## src/rtl/audio_sample_feeder_pkg.sv

```systemverilog
// Shared definitions for the audio sample feeder: feed FSM state encoding.
package audio_sample_feeder_pkg;

  // Encoding 2'd3 is unused and recovers to FEED_IDLE.
  typedef enum logic [1:0] {
    FEED_IDLE  = 2'd0,
    FEED_ISSUE = 2'd1,
    FEED_WAIT  = 2'd2
  } feed_state_t;

endpackage

```

## src/rtl/audio_sample_feeder_sync_fifo.sv

```systemverilog
// Single-clock FIFO with registered full/empty/level, sticky overflow and
// synchronous active-high reset. Read data is the current head (show-ahead).
module sync_fifo #(
  parameter int unsigned WIDTH      = 24,
  parameter int unsigned DEPTH_LOG2 = 4
) (
  input  logic                  clk,
  input  logic                  aclr,
  input  logic                  wr_en,
  input  logic [WIDTH-1:0]      wr_data,
  input  logic                  rd_en,
  output logic [WIDTH-1:0]      rd_data,
  output logic                  full,
  output logic                  empty,
  output logic [DEPTH_LOG2:0]   level,
  output logic                  overflow
);

  localparam int unsigned DEPTH = 2 ** DEPTH_LOG2;
  localparam logic [DEPTH_LOG2-1:0] PTR_ONE   = 1;
  localparam logic [DEPTH_LOG2:0]   LVL_ONE   = 1;
  localparam logic [DEPTH_LOG2:0]   LVL_DEPTH = DEPTH;

  logic [WIDTH-1:0]      mem [DEPTH];
  logic [DEPTH_LOG2-1:0] wr_ptr;
  logic [DEPTH_LOG2-1:0] rd_ptr;
  logic [DEPTH_LOG2:0]   level_d;
  logic                  push;
  logic                  pop;

  assign push    = wr_en && !full;
  assign pop     = rd_en && !empty;
  assign rd_data = mem[rd_ptr];

  // Next occupancy: simultaneous push and pop leave it unchanged.
  always_comb begin
    level_d = level;
    case ({push, pop})
      2'b10:   level_d = level + LVL_ONE;
      2'b01:   level_d = level - LVL_ONE;
      default: level_d = level;
    endcase
  end

  // Storage write; contents need no reset since occupancy gates reads.
  always_ff @(posedge clk) begin
    if (!aclr && push) mem[wr_ptr] <= wr_data;
  end

  // Pointers, registered status flags and sticky overflow.
  always_ff @(posedge clk) begin
    if (aclr) begin
      wr_ptr   <= '0;
      rd_ptr   <= '0;
      level    <= '0;
      full     <= 1'b0;
      empty    <= 1'b1;
      overflow <= 1'b0;
    end else begin
      if (push) wr_ptr <= wr_ptr + PTR_ONE;
      if (pop)  rd_ptr <= rd_ptr + PTR_ONE;
      level <= level_d;
      full  <= (level_d == LVL_DEPTH);
      empty <= (level_d == '0);
      if (wr_en && full) overflow <= 1'b1;
    end
  end

endmodule

```

## src/rtl/audio_sample_feeder.sv

```systemverilog
// Buffers stereo PCM samples and issues one sample per ready assertion of the
// output stage through a one-cycle wreq strobe; counts starvation events.
module audio_sample_feeder
  import audio_sample_feeder_pkg::*;
#(
  parameter int unsigned AUDIO_BITS      = 12,
  parameter int unsigned FIFO_DEPTH_LOG2 = 4,
  parameter int unsigned CNT_BITS        = 16
) (
  input  logic                       clk,
  input  logic                       aclr,
  input  logic                       wr_en,
  input  logic [2*AUDIO_BITS-1:0]    wr_data,
  output logic                       full,
  output logic [FIFO_DEPTH_LOG2:0]   level,
  output logic                       overflow,
  input  logic                       ready,
  output logic                       wreq,
  output logic [2*AUDIO_BITS-1:0]    sample,
  output logic [CNT_BITS-1:0]        underrun_count
);

  localparam logic [CNT_BITS-1:0] CNT_ONE = 1;

  feed_state_t             state_q;
  feed_state_t             state_d;
  logic                    fifo_empty;
  logic                    fifo_pop;
  logic [2*AUDIO_BITS-1:0] fifo_head;
  logic                    wreq_d;
  logic [2*AUDIO_BITS-1:0] sample_d;
  logic                    ready_q;
  logic [CNT_BITS-1:0]     underrun_d;

  sync_fifo #(
    .WIDTH      (2 * AUDIO_BITS),
    .DEPTH_LOG2 (FIFO_DEPTH_LOG2)
  ) u_fifo (
    .clk      (clk),
    .aclr     (aclr),
    .wr_en    (wr_en),
    .wr_data  (wr_data),
    .rd_en    (fifo_pop),
    .rd_data  (fifo_head),
    .full     (full),
    .empty    (fifo_empty),
    .level    (level),
    .overflow (overflow)
  );

  // Feed FSM next state and registered-output next values.
  always_comb begin
    state_d  = state_q;
    fifo_pop = 1'b0;
    wreq_d   = 1'b0;
    sample_d = sample;
    case (state_q)
      FEED_IDLE: begin
        if (ready && !fifo_empty) begin
          fifo_pop = 1'b1;
          sample_d = fifo_head;
          wreq_d   = 1'b1;
          state_d  = FEED_ISSUE;
        end
      end
      FEED_ISSUE: state_d = FEED_WAIT;
      // A stale ready=1 must drop before the next issue is allowed.
      FEED_WAIT:  if (!ready) state_d = FEED_IDLE;
      default:    state_d = FEED_IDLE;
    endcase
  end

  // Saturating starvation counter on rising ready with an empty FIFO.
  always_comb begin
    underrun_d = underrun_count;
    if (ready && !ready_q && fifo_empty && (underrun_count != '1))
      underrun_d = underrun_count + CNT_ONE;
  end

  // State, registered outputs and ready history.
  always_ff @(posedge clk) begin
    if (aclr) begin
      state_q        <= FEED_IDLE;
      wreq           <= 1'b0;
      sample         <= '0;
      ready_q        <= 1'b0;
      underrun_count <= '0;
    end else begin
      state_q        <= state_d;
      wreq           <= wreq_d;
      sample         <= sample_d;
      ready_q        <= ready;
      underrun_count <= underrun_d;
    end
  end

endmodule

```

## config.mk

```make
export PLATFORM = sky130hd
export DESIGN_NAME = audio_sample_feeder
export DESIGN_NICKNAME = d
export VERILOG_FILES = /design/src/rtl/audio_sample_feeder_pkg.sv /design/src/rtl/audio_sample_feeder_sync_fifo.sv /design/src/rtl/audio_sample_feeder.sv
export SDC_FILE = /design/constraint.sdc
export NUM_CORES = 1
export LEC_CHECK = 0
export BUFFER_PORTS_ARGS = -buffer_cell sky130_fd_sc_hd__buf_2
export CAP_MARGIN = 20
export CORE_ASPECT_RATIO = 1.5
export CORE_MARGIN = 2
export CORE_UTILIZATION = 45
export DETAILED_ROUTE_END_ITERATION = 8
export SLEW_MARGIN = 20
export SYNTH_ARGS = -nofsm -noshare
export SYNTH_HDL_FRONTEND = slang
export SYNTH_SLANG_ARGS = --single-unit
```

## constraint.sdc

```tcl
create_clock -name clk -period 4.4 [get_ports clk]
set_input_delay 0.66 -clock clk [delete_from_list [all_inputs] [get_ports clk]]
set_output_delay 0.66 -clock clk [all_outputs]
set_load 0.01 [all_outputs]
```

======== After elaboration in Yosys (flattened, before gate mapping) ========
Memory sizes are Yosys's and may differ from the RTL's. A register that Yosys moved wholly into a read port is not among the register bits.
Cells that the tools add are included.
W data, S select, Z words.
storage, ports and cells
  register bits after elaboration ......... 36
  bits in writable memories ............... 384
  input bits .............................. 28
  output and inout port bits .............. 48
  logic and storage cells ................. 48
  memories ................................ 1
cells by class
  $add $sub $neg .......................... 5
  equal/unequal tests ..................... 8
  multiplexer cells ....................... 8
  reduce and logical (&&, ||, !) cells .... 16
memory list
  name        words  width  read ports  clocked after memory_dff  wr ports  line                                 text
  u_fifo.mem  16     24     1           1                         1         audio_sample_feeder_sync_fifo.sv:24  logic [WIDTH-1:0] mem [DEPTH];
operators by type and width
  operator                 count
  $add A16 B1 Y16 const B  1
  $ne A16 B16 Y1 const B   1
  $pmux W5 S2              1
  $add A4 B1 Y4 const B    2
  $logic_and A1 B1 Y1      8
  $pmux W2 S3              1
  $add A5 B1 Y5 const B    1
  $eq A5 B5 Y1 const B     1
  $logic_not A5 Y1         1
  $sub A5 B1 Y5 const B    1
  $eq A2 B1 Y1 const B     2
  $eq A2 B2 Y1 const B     2
  $logic_not A1 Y1         4
  $mux W1                  4
  $mux W2                  2
  $ne A2 B2 Y1 const B     2
  $reduce_and A2 Y1        2
  $logic_not A2 Y1         1

======== Longest topological paths before layout ========
Gate-level depths: netlist of the first run.
  word-level depth ........................ 8
  depth in mapped cells ................... 11

======== Cells and area by module ========
Synthesis of the first run repeated with hierarchy kept, for this count alone.
second synthesis, totals
  cell total of the unflattened synthesis .. 878
  area total of the unflattened synthesis .. 17,299.1 um2
modules (own cells, without submodules)
  module               instances  cells an instance  area each (um2)  sequential area each (um2)
  sync_fifo            1          660                15,462.3         11,931.4
  audio_sample_feeder  1          218                1,836.8          880.8

======== Worst setup path after synthesis of the first run ========
Ideal clock, no wire load.
  path kind ............................... input to register
  start ................................... input port wr_en
  end ..................................... memory u_fifo.mem[1][0], enable pin
  setup time .............................. 0.435 ns
  arrival time ............................ 2.950 ns
  data required time ...................... 3.965 ns
  slack ................................... 1.015 ns
  cell stages on the path ................. 5
  path buffers ............................ 0
  path through ............................ and2b_1 -> inv_1 -> nor2_1 -> nand2_1 -> nor3_1
between the ends
  cells in the longest elaborated chain, start to end .. 4
RTL lines
  element                        line                                 text
  from (decl)                    audio_sample_feeder.sv:12            input logic wr_en,
  $logic_and A1 B1 Y1            audio_sample_feeder_sync_fifo.sv:31  assign push = wr_en && !full;
  $logic_and A1 B1 Y1            audio_sample_feeder_sync_fifo.sv:47  if (!aclr && push) mem[wr_ptr] <= wr_data;
  $mux W1                        audio_sample_feeder_sync_fifo.sv:47
  $mux W1 (implied by the code)  audio_sample_feeder_sync_fifo.sv:47
  to (decl)                      audio_sample_feeder_sync_fifo.sv:24
No other way between the ends.

======== Final worst setup path of the first run ========
  start ................................... register u_fifo.full
  end ..................................... register u_fifo.empty
between the ends
  cells in the longest elaborated chain, start to end .. 5
RTL lines
  element                                       line                                 text
  from (decl)                                   audio_sample_feeder_sync_fifo.sv:13  output logic full,
  from (signal assigned)                        audio_sample_feeder_sync_fifo.sv:63  full <= (level_d == LVL_DEPTH);
  $logic_not A1 Y1 (*)                          audio_sample_feeder_sync_fifo.sv:31
  $logic_and A1 B1 Y1 (*)                       audio_sample_feeder_sync_fifo.sv:31
  $eq A2 B1 Y1 or $eq A2 B2 Y1 (tied branches)  audio_sample_feeder_sync_fifo.sv:38  case ({push, pop})
  $pmux W5 S2 (*)                               audio_sample_feeder_sync_fifo.sv:38
  $logic_not A5 Y1 (*)                          audio_sample_feeder_sync_fifo.sv:64  empty <= (level_d == '0);
  to (signal assigned)                          audio_sample_feeder_sync_fifo.sv:64
  to (decl)                                     audio_sample_feeder_sync_fifo.sv:14  output logic empty,
Mark *: on every way between the ends. The rest lies on a longest branch, timed or not.
A chain may end at the register's enable or synchronous reset.

==> results by group, run 1 <==
Outcome
  • Status: finished, final reports clean

CTS
  • CTS H-tree depth: 2
  • Post-CTS setup buffers: 0
  • Worst-path clk slew: 0.06 ns
  • Hold_buf cts: 0
  • Sink Count: ~440
  • CTS tree: done
  • Cts repair resizes: 0
  • Total CTS buffers: 42
  • Root buf cell: clkbuf_16
  • Skew-Pair Late Insertion Delay: roughly 0.54 ns
  • Clock buffer depth: 3

Detailed routing
  • TritonRoute pass-1 iters: 4
  • Vias post-DR: ~7,800
  • DRT antenna net count: 0
  • # DRC: 0
  • Vias per cell: approximately 5.5
  • WL/cell: about 23 µm
  • Routed WL: roughly 33 mm
  • Iteration-0 DRC Markers: roughly 730

Floorplan
  • Area of the die: between 0.03 and 0.04 mm²
  • Chip width: between 150 and 200 µm
  • Core box area: around 0.037 mm²
  • Initial Utilization: 45.37%
  • I/O pin total: 76
  • Die height: around 240 µm
  • Row cnt: between 80 and 90

STA
  • Worst slew margin: 35.07%
  • Fin Setup TNS: 0 ns
  • Tcrit/Tclk final: between 50% and 60%
  • Hold Violations, Final: 0
  • Worst slew pin tran: ~0.97 ns
  • Worst setup margin: roughly 1.8 ns
  • Final setup viols: 0
  • Worst Skew: 0.01473 ns
  • Min Tclk post-route: about 2.6 ns
  • RSZ-0062 raised after global routing: no
  • Fmax: around 380 MHz
  • Final Max Slew Viols: 0

Cells and area
  • Multi-input gate area: approximately 0.0041 mm²
  • Layout cells sized above 1: between 30% and 40%
  • Fin cells: between 1,000 and 1,500
  • Nets: ~930
  • Fillers: a little under 3,000
  • Reg area: between 0.01 and 0.015 mm²
  • Fin util: roughly half
  • P&R area growth vs syn: 14.36%

Global routing
  • M2 GR Usage: just under 30%
  • Gr busiest metal: met2
  • Largest net degree at the start of global routing: 74
  • Initial antenna violation count: 0
  • Number of global-route vias before repair: 8,100
  • Global route overflow: 0
  • GRT Util Overall: between 15 and 20%
  • Met3 Usage GRT: ~2.3%
  • First-pass GRT wire length: between 40 and 50 mm
  • Met1 Use GR: a little under a quarter

Placed design
  • Port Buf Inserts: 75
  • Placed insts: roughly 1,300
  • Post-DP HPWL: around 18 mm
  • Placer Congestion: ~0.74
  • Worst slack, placed: roughly 1.4 ns

Synthesis
  • Cells after synthesis: 805
  • Count leader, synth: edfxtp_1
  • Post-synth top cells: edfxtp_1 (384), mux4_2 (120), dfxtp_1 (60), nor2_1 (44), a22o_1 (25)
  • Syn Nets: between 800 and 900
  • Flops & latches, synth: approximately 440
  • Number of distinct library cells after synthesis: between 40 and 50
  • YS warnings: 0
  • Sequential area share after synthesis: about three quarters
  • Ys flop type: edfxtp_1
  • Synthesized area per cell: ~21 µm²
  • Yosys top cell area share: roughly two thirds
  • Biggest area consumer among synthesized cells: edfxtp_1
  • Top cells by area, synth: edfxtp_1 (68%), mux4_2 (16%), dfxtp_1 (7.1%)
  • Post-synth EDFFs: approximately 380
  • Async set or reset register ratio after synthesis: 0%
  • Post-synthesis cell area: between 0.015 and 0.02 mm²

Power and ir drop
  • PwrDens: a little under 500 mW/mm²
  • Reg power frac: 50.1%
  • Pleak: approximately 6.2 nW
  • Clk network pwr share: between 30% and 40%
  • Internal: roughly 7.4 mW
  • Logic pwr share: 11.3%
  • Switch share: between 20% and 30%
  • Max IR drop VDD: 402.1 µV
  • P_sw: approximately 2.1 mW

Worst hold path
  • Hold Crit Depth: 2
  • Hold Path Origin: ready
  • Worst Hold Endpoint: ready_q$_SDFF_PP0_
  • Hold Crit Class: in2reg

Setup path
  • FF-to-FF path depth: 9
  • Arr. time, crit path: 3.06 ns
  • RR Startpoint: u_fifo.full$_SDFF_PP0_
  • Setup crit end kind: register
  • Worst EP required: 4.85 ns
  • CP Class: reg2reg
  • Reg2Reg Setup Slack: approximately 1.8 ns
  • Critical Path Fanout Max: 7
  • Critical Path Start Type: register
  • Critical path launch point: u_fifo.full$_SDFF_PP0_
  • RR Endpoint: u_fifo.empty$_SDFF_PP1_

Flow run
  • Max Cap Viol: 0
cell usage in the layout (no fill, tap or decap), drive strengths merged, types with 2 or more instances in the layout:
master / count
edfxtp: 384
mux4: 120
buf: 90
dfxtp: 60
clkbuf: 54
nor2: 44
a22o: 25
nand2: 17
clkinv: 13
xnor2: 12
xor2: 12
inv: 10
nand3: 9
a21oi: 8
ha: 8
nand4: 7
nor3: 7
nand2b: 5
bufinv: 5
mux2i: 4
nor4b: 4
and3: 3
clkinvlp: 3
nand3b: 2
or3: 2
and2: 2
o31ai: 2
cell families after synthesis:
| kind of cell | Yosys count | synth area share, % |
|---|---|---|
| AOI/OAI and AO/OA | 42 | 1.979 |
| xor gates and xnor gates | 24 | 1.241 |
| adders and majority gates | 8 | 0.5909 |
| buffers and inverters | 52 | 1.573 |
| DFF | 444 | 75.16 |
| muxes | 125 | 16.26 |
| and+or+nand+nor | 110 | 3.205 |
registers in the layout, indices dropped and copies added (netlist names):
name             cells
ready_q              1
sample              24
state_q              2
u_fifo.empty         1
u_fifo.full          1
u_fifo.level         5
u_fifo.mem         384
u_fifo.overflow      1
u_fifo.rd_ptr        4
u_fifo.wr_ptr        4
underrun_count      16
wreq                 1
stage by stage:
step           total power [mW]  cell area, µm²  hold WS [ns]
2_1_floorplan             5.681           16940        0.4685
3_3_place_gp              5.977           17960        0.4491
3_5_place_dp              5.987           17960        0.4603
4_1_cts                   9.685           19370        0.3430
5_1_grt                   9.916           19370        0.3673
6_report                  9.547           19370        0.3714
routing by layer:
metal	wire (µm)	part of all wire, %
met2	17140	52
met5	0	0
met4	879	2.7
met3	1148	3.5
met1	13750	42
worst max path at each step:
stage	endpoint	slack [ns]	cells after the start
2_1_floorplan	u_fifo.mem[1][0]$_DFFE_PP_	1.02	5
6_report	u_fifo.empty$_SDFF_PP1_	1.79	9
5_1_grt	u_fifo.empty$_SDFF_PP1_	1.63	9
4_1_cts	u_fifo.empty$_SDFF_PP1_	1.78	9
3_3_place_gp	u_fifo.empty$_SDFF_PP1_	1.49	10
3_5_place_dp	u_fifo.empty$_SDFF_PP1_	1.41	10
worst max-delay path, cell delays in order, from the launching register on:
cell and delay (ns):
dfxtp_1 0.34, and2b_1 0.25, inv_1 0.21, nand2_1 0.16, xnor2_1 0.16, ha_1 0.30
or3b_2 0.45, or2_1 0.21, a22o_1 0.21, o31ai_1 0.22
power by group through the flow:
stage	registers (mW)	logic, mW	clock network (mW)
floorplan	4.85	0.832	0
global placement	4.88	1.10	0
detailed placement	4.88	1.11	0
CTS	4.79	1.11	3.78
global route	4.80	1.18	3.93
finish	4.79	1.08	3.68
layout make-up:
type,count,area share [%]
sequential,444,65.77
multi-input combinational,309,20.93
clock buffer,54,6.077
tap,489,3.158
timing repair buffer,90,2.648
clock inverter,22,1.233
inverter,9,0.1744
antenna,1,0.01292
(Power assumes the default switching activity.)
==> run 2, diff against run 1 <==
==> constraint.sdc (replaced) <==
create_clock -name clk -period 2.4 [get_ports clk]
set_input_delay 0.36 -clock clk [delete_from_list [all_inputs] [get_ports clk]]
set_output_delay 0.36 -clock clk [all_outputs]
set_load 0.01 [all_outputs]
==> results by group, run 2 (same netlist as run 1, synthesis figures left out) <==
Detailed routing
  • DRT antenna net count: 0
  • # DRC: 0
  • Iteration-0 DRC Markers: 642
  • TritonRoute pass-1 iters: 5
  • WL/cell: 24.77 µm
  • Routed WL: between 30 and 40 mm
  • Vias post-DR: 8,028
  • Vias per cell: approximately 5.5

Cells and area
  • Largest Register: u_fifo.mem
  • Fin util: 53.59%
  • Max reg flops: about 380
  • Nets: between 900 and 1,000
  • Layout cells sized above 1: 35.75%
  • Fin cells: ~1,500
  • Most common cell after layout, fill and taps aside: edfxtp_1
  • Most frequent cells in the layout: edfxtp_1 (384), mux4_2 (120), buf_2 (75)
  • Fillers: between 2,000 and 3,000
  • P&R area growth vs syn: 18.10%
  • Top flop regs: u_fifo.mem (384), sample (24), underrun_count (16)
  • ANT cells: 0
  • Final instance area: ~0.02 mm²

Setup path
  • Critical Path Start Type: register
  • Worst Setup EP: u_fifo.empty$_SDFF_PP1_
  • Setup crit end kind: register
  • FF-to-FF path depth: 7
  • RR Endpoint: u_fifo.empty$_SDFF_PP1_
  • Top delay family on crit path: simple AND/OR/NAND/NOR gates
  • CP Cell Sequence: nor4b_4 -> buf_4 -> ha_2 -> or3b_4 -> or2_1 -> a22o_1 -> o31ai_1
  • CP Depth: 7
  • Crit path largest cell delay: 0.39 ns
  • Reg2Reg Setup Slack: about 0.15 ns
  • RR Startpoint: u_fifo.empty$_SDFF_PP1_
  • CP Class: reg2reg
  • Arr. time, crit path: 2.70 ns
  • Worst EP required: roughly 2.9 ns
  • Critical Path Fanout Max: 11
  • Worst Path Buf+Inv: 1
  • Critical path launch point: u_fifo.empty$_SDFF_PP1_
  • Crit path max-delay cell type: or3b_4

Placed design
  • Placed Area: 0.01861 mm²
  • Port Buf Inserts: 75
  • Post-DP HPWL: around 21 mm
  • Placer Congestion: about 0.74
  • Placed insts: 1,378

Floorplan
  • Area of the die: 0.03925 mm²
  • Chip width: between 150 and 200 µm
  • Core box area: between 0.03 and 0.04 mm²
  • I/O pin total: 76
  • Die height: 241.6 µm
  • Initial Utilization: ~45%
  • Row cnt: 87

STA
  • Min Tclk post-route: about 2.2 ns
  • Worst slew pin tran: 0.7590 ns
  • Final Max Slew Viols: 0
  • Worst slew margin: 49.35%
  • Hold Violations, Final: 0
  • Hold WS: 0.05719 ns
  • Fmax: around 440 MHz
  • Worst Skew: around 0.0088 ns
  • Tcrit/Tclk final: a little over nine tenths
  • Final setup viols: 0

Global routing
  • First-pass GRT wire length: between 50 and 60 mm
  • GRT Util Overall: about a fifth
  • Initial antenna violation count: 0
  • Global route overflow: 0
  • Largest net degree at the start of global routing: 29
  • Number of global-route vias before repair: around 8,600

Flow run
  • Max Cap Viol: 0

CTS
  • Clock buffer depth: 3
  • Sink Count: 444
  • Worst-path clk slew: 0.06 ns
  • CTS H-tree depth: 2
  • Hold_buf cts: 0
  • CTS tree: done
  • Root buf cell: clkbuf_16
  • Total CTS buffers: 42
  • Skew-Pair Late Insertion Delay: 0.54 ns

Worst hold path
  • Hold Crit Depth: 3
  • Hold Crit Class: in2reg

Power and ir drop
  • Pleak: 6.429 nW
  • PwrDens: just under 900 mW/mm²
  • Design Power: 17.47 mW
  • Max IR drop VDD: 448.4 µV

Outcome
  • Status: finished, final reports clean
==> run 2: final cells by class <==
| type | count | area (µm²) | share of cell area (%) |
|---|---|---|---|
| Timing Repair Buffer | 127 | 1141 | 5.703 |
| Sequential cell | 444 | 12740 | 63.69 |
| Multi-Input combinational cell | 309 | 4111 | 20.55 |
| Clock inverter | 17 | 148.9 | 0.7442 |
| Tap cell | 489 | 611.8 | 3.058 |
| Inverter | 9 | 33.78 | 0.1688 |
| Clock buffer | 59 | 1217 | 6.085 |
==> run 2: tightest hold or removal path, stage by stage <==
cell and delay (ns):
buf_2 0.09, a21oi_1 0.05, nor2_1 0.07
==> run 2: what timing repair did <==
item	in CTS	in global routing
buffers inserted	0	0
gates resized for setup	0	8
endpoints found under the hold margin	0	0
setup endpoints to repair	0	2
==> run 2: per-stage QoR <==
stage	setup WS, ns	setup TNS, ns
3_3_place_gp	-0.008272	-0.008272
5_1_grt	-0.006749	-0.006749
4_1_cts	0.02045	0
6_report	0.1506	0
3_5_place_dp	-0.03225	-0.03225
2_1_floorplan	-0.06620	-16.67
==> run 2: worst min-delay path by stage <==
stage                                       from                      endpoint  slack [ns]
global placement    u_fifo.overflow$_SDFFE_PP0P_  u_fifo.overflow$_SDFFE_PP0P_        0.45
detailed placement  u_fifo.overflow$_SDFFE_PP0P_  u_fifo.overflow$_SDFFE_PP0P_        0.46
floorplan                             wr_data[0]    u_fifo.mem[0][0]$_DFFE_PP_        0.46
CTS                                        wr_en  u_fifo.overflow$_SDFFE_PP0P_        0.04
finish                                     wr_en  u_fifo.overflow$_SDFFE_PP0P_        0.06
global route                               wr_en  u_fifo.overflow$_SDFFE_PP0P_        0.06
==> run 2: metal layers <==
metal | vias up | global-route usage, % | share of wire, %
li1 | 3563 | - | -
met1 | 4215 | 23.96 | 39
met2 | 203 | 34.06 | 54
met3 | 47 | 2.916 | 4.6
met4 | 0 | 4.763 | 1.8
met5 | - | 0 | 0
==> run 2: report_power, final <==
| group | internal (mW) | total (mW) | switching (mW) |
|---|---|---|---|
| logic | 1.15 | 2.15 | 1.00 |
| registers | 8.58 | 8.76 | 0.173 |
| clock network | 3.77 | 6.56 | 2.79 |
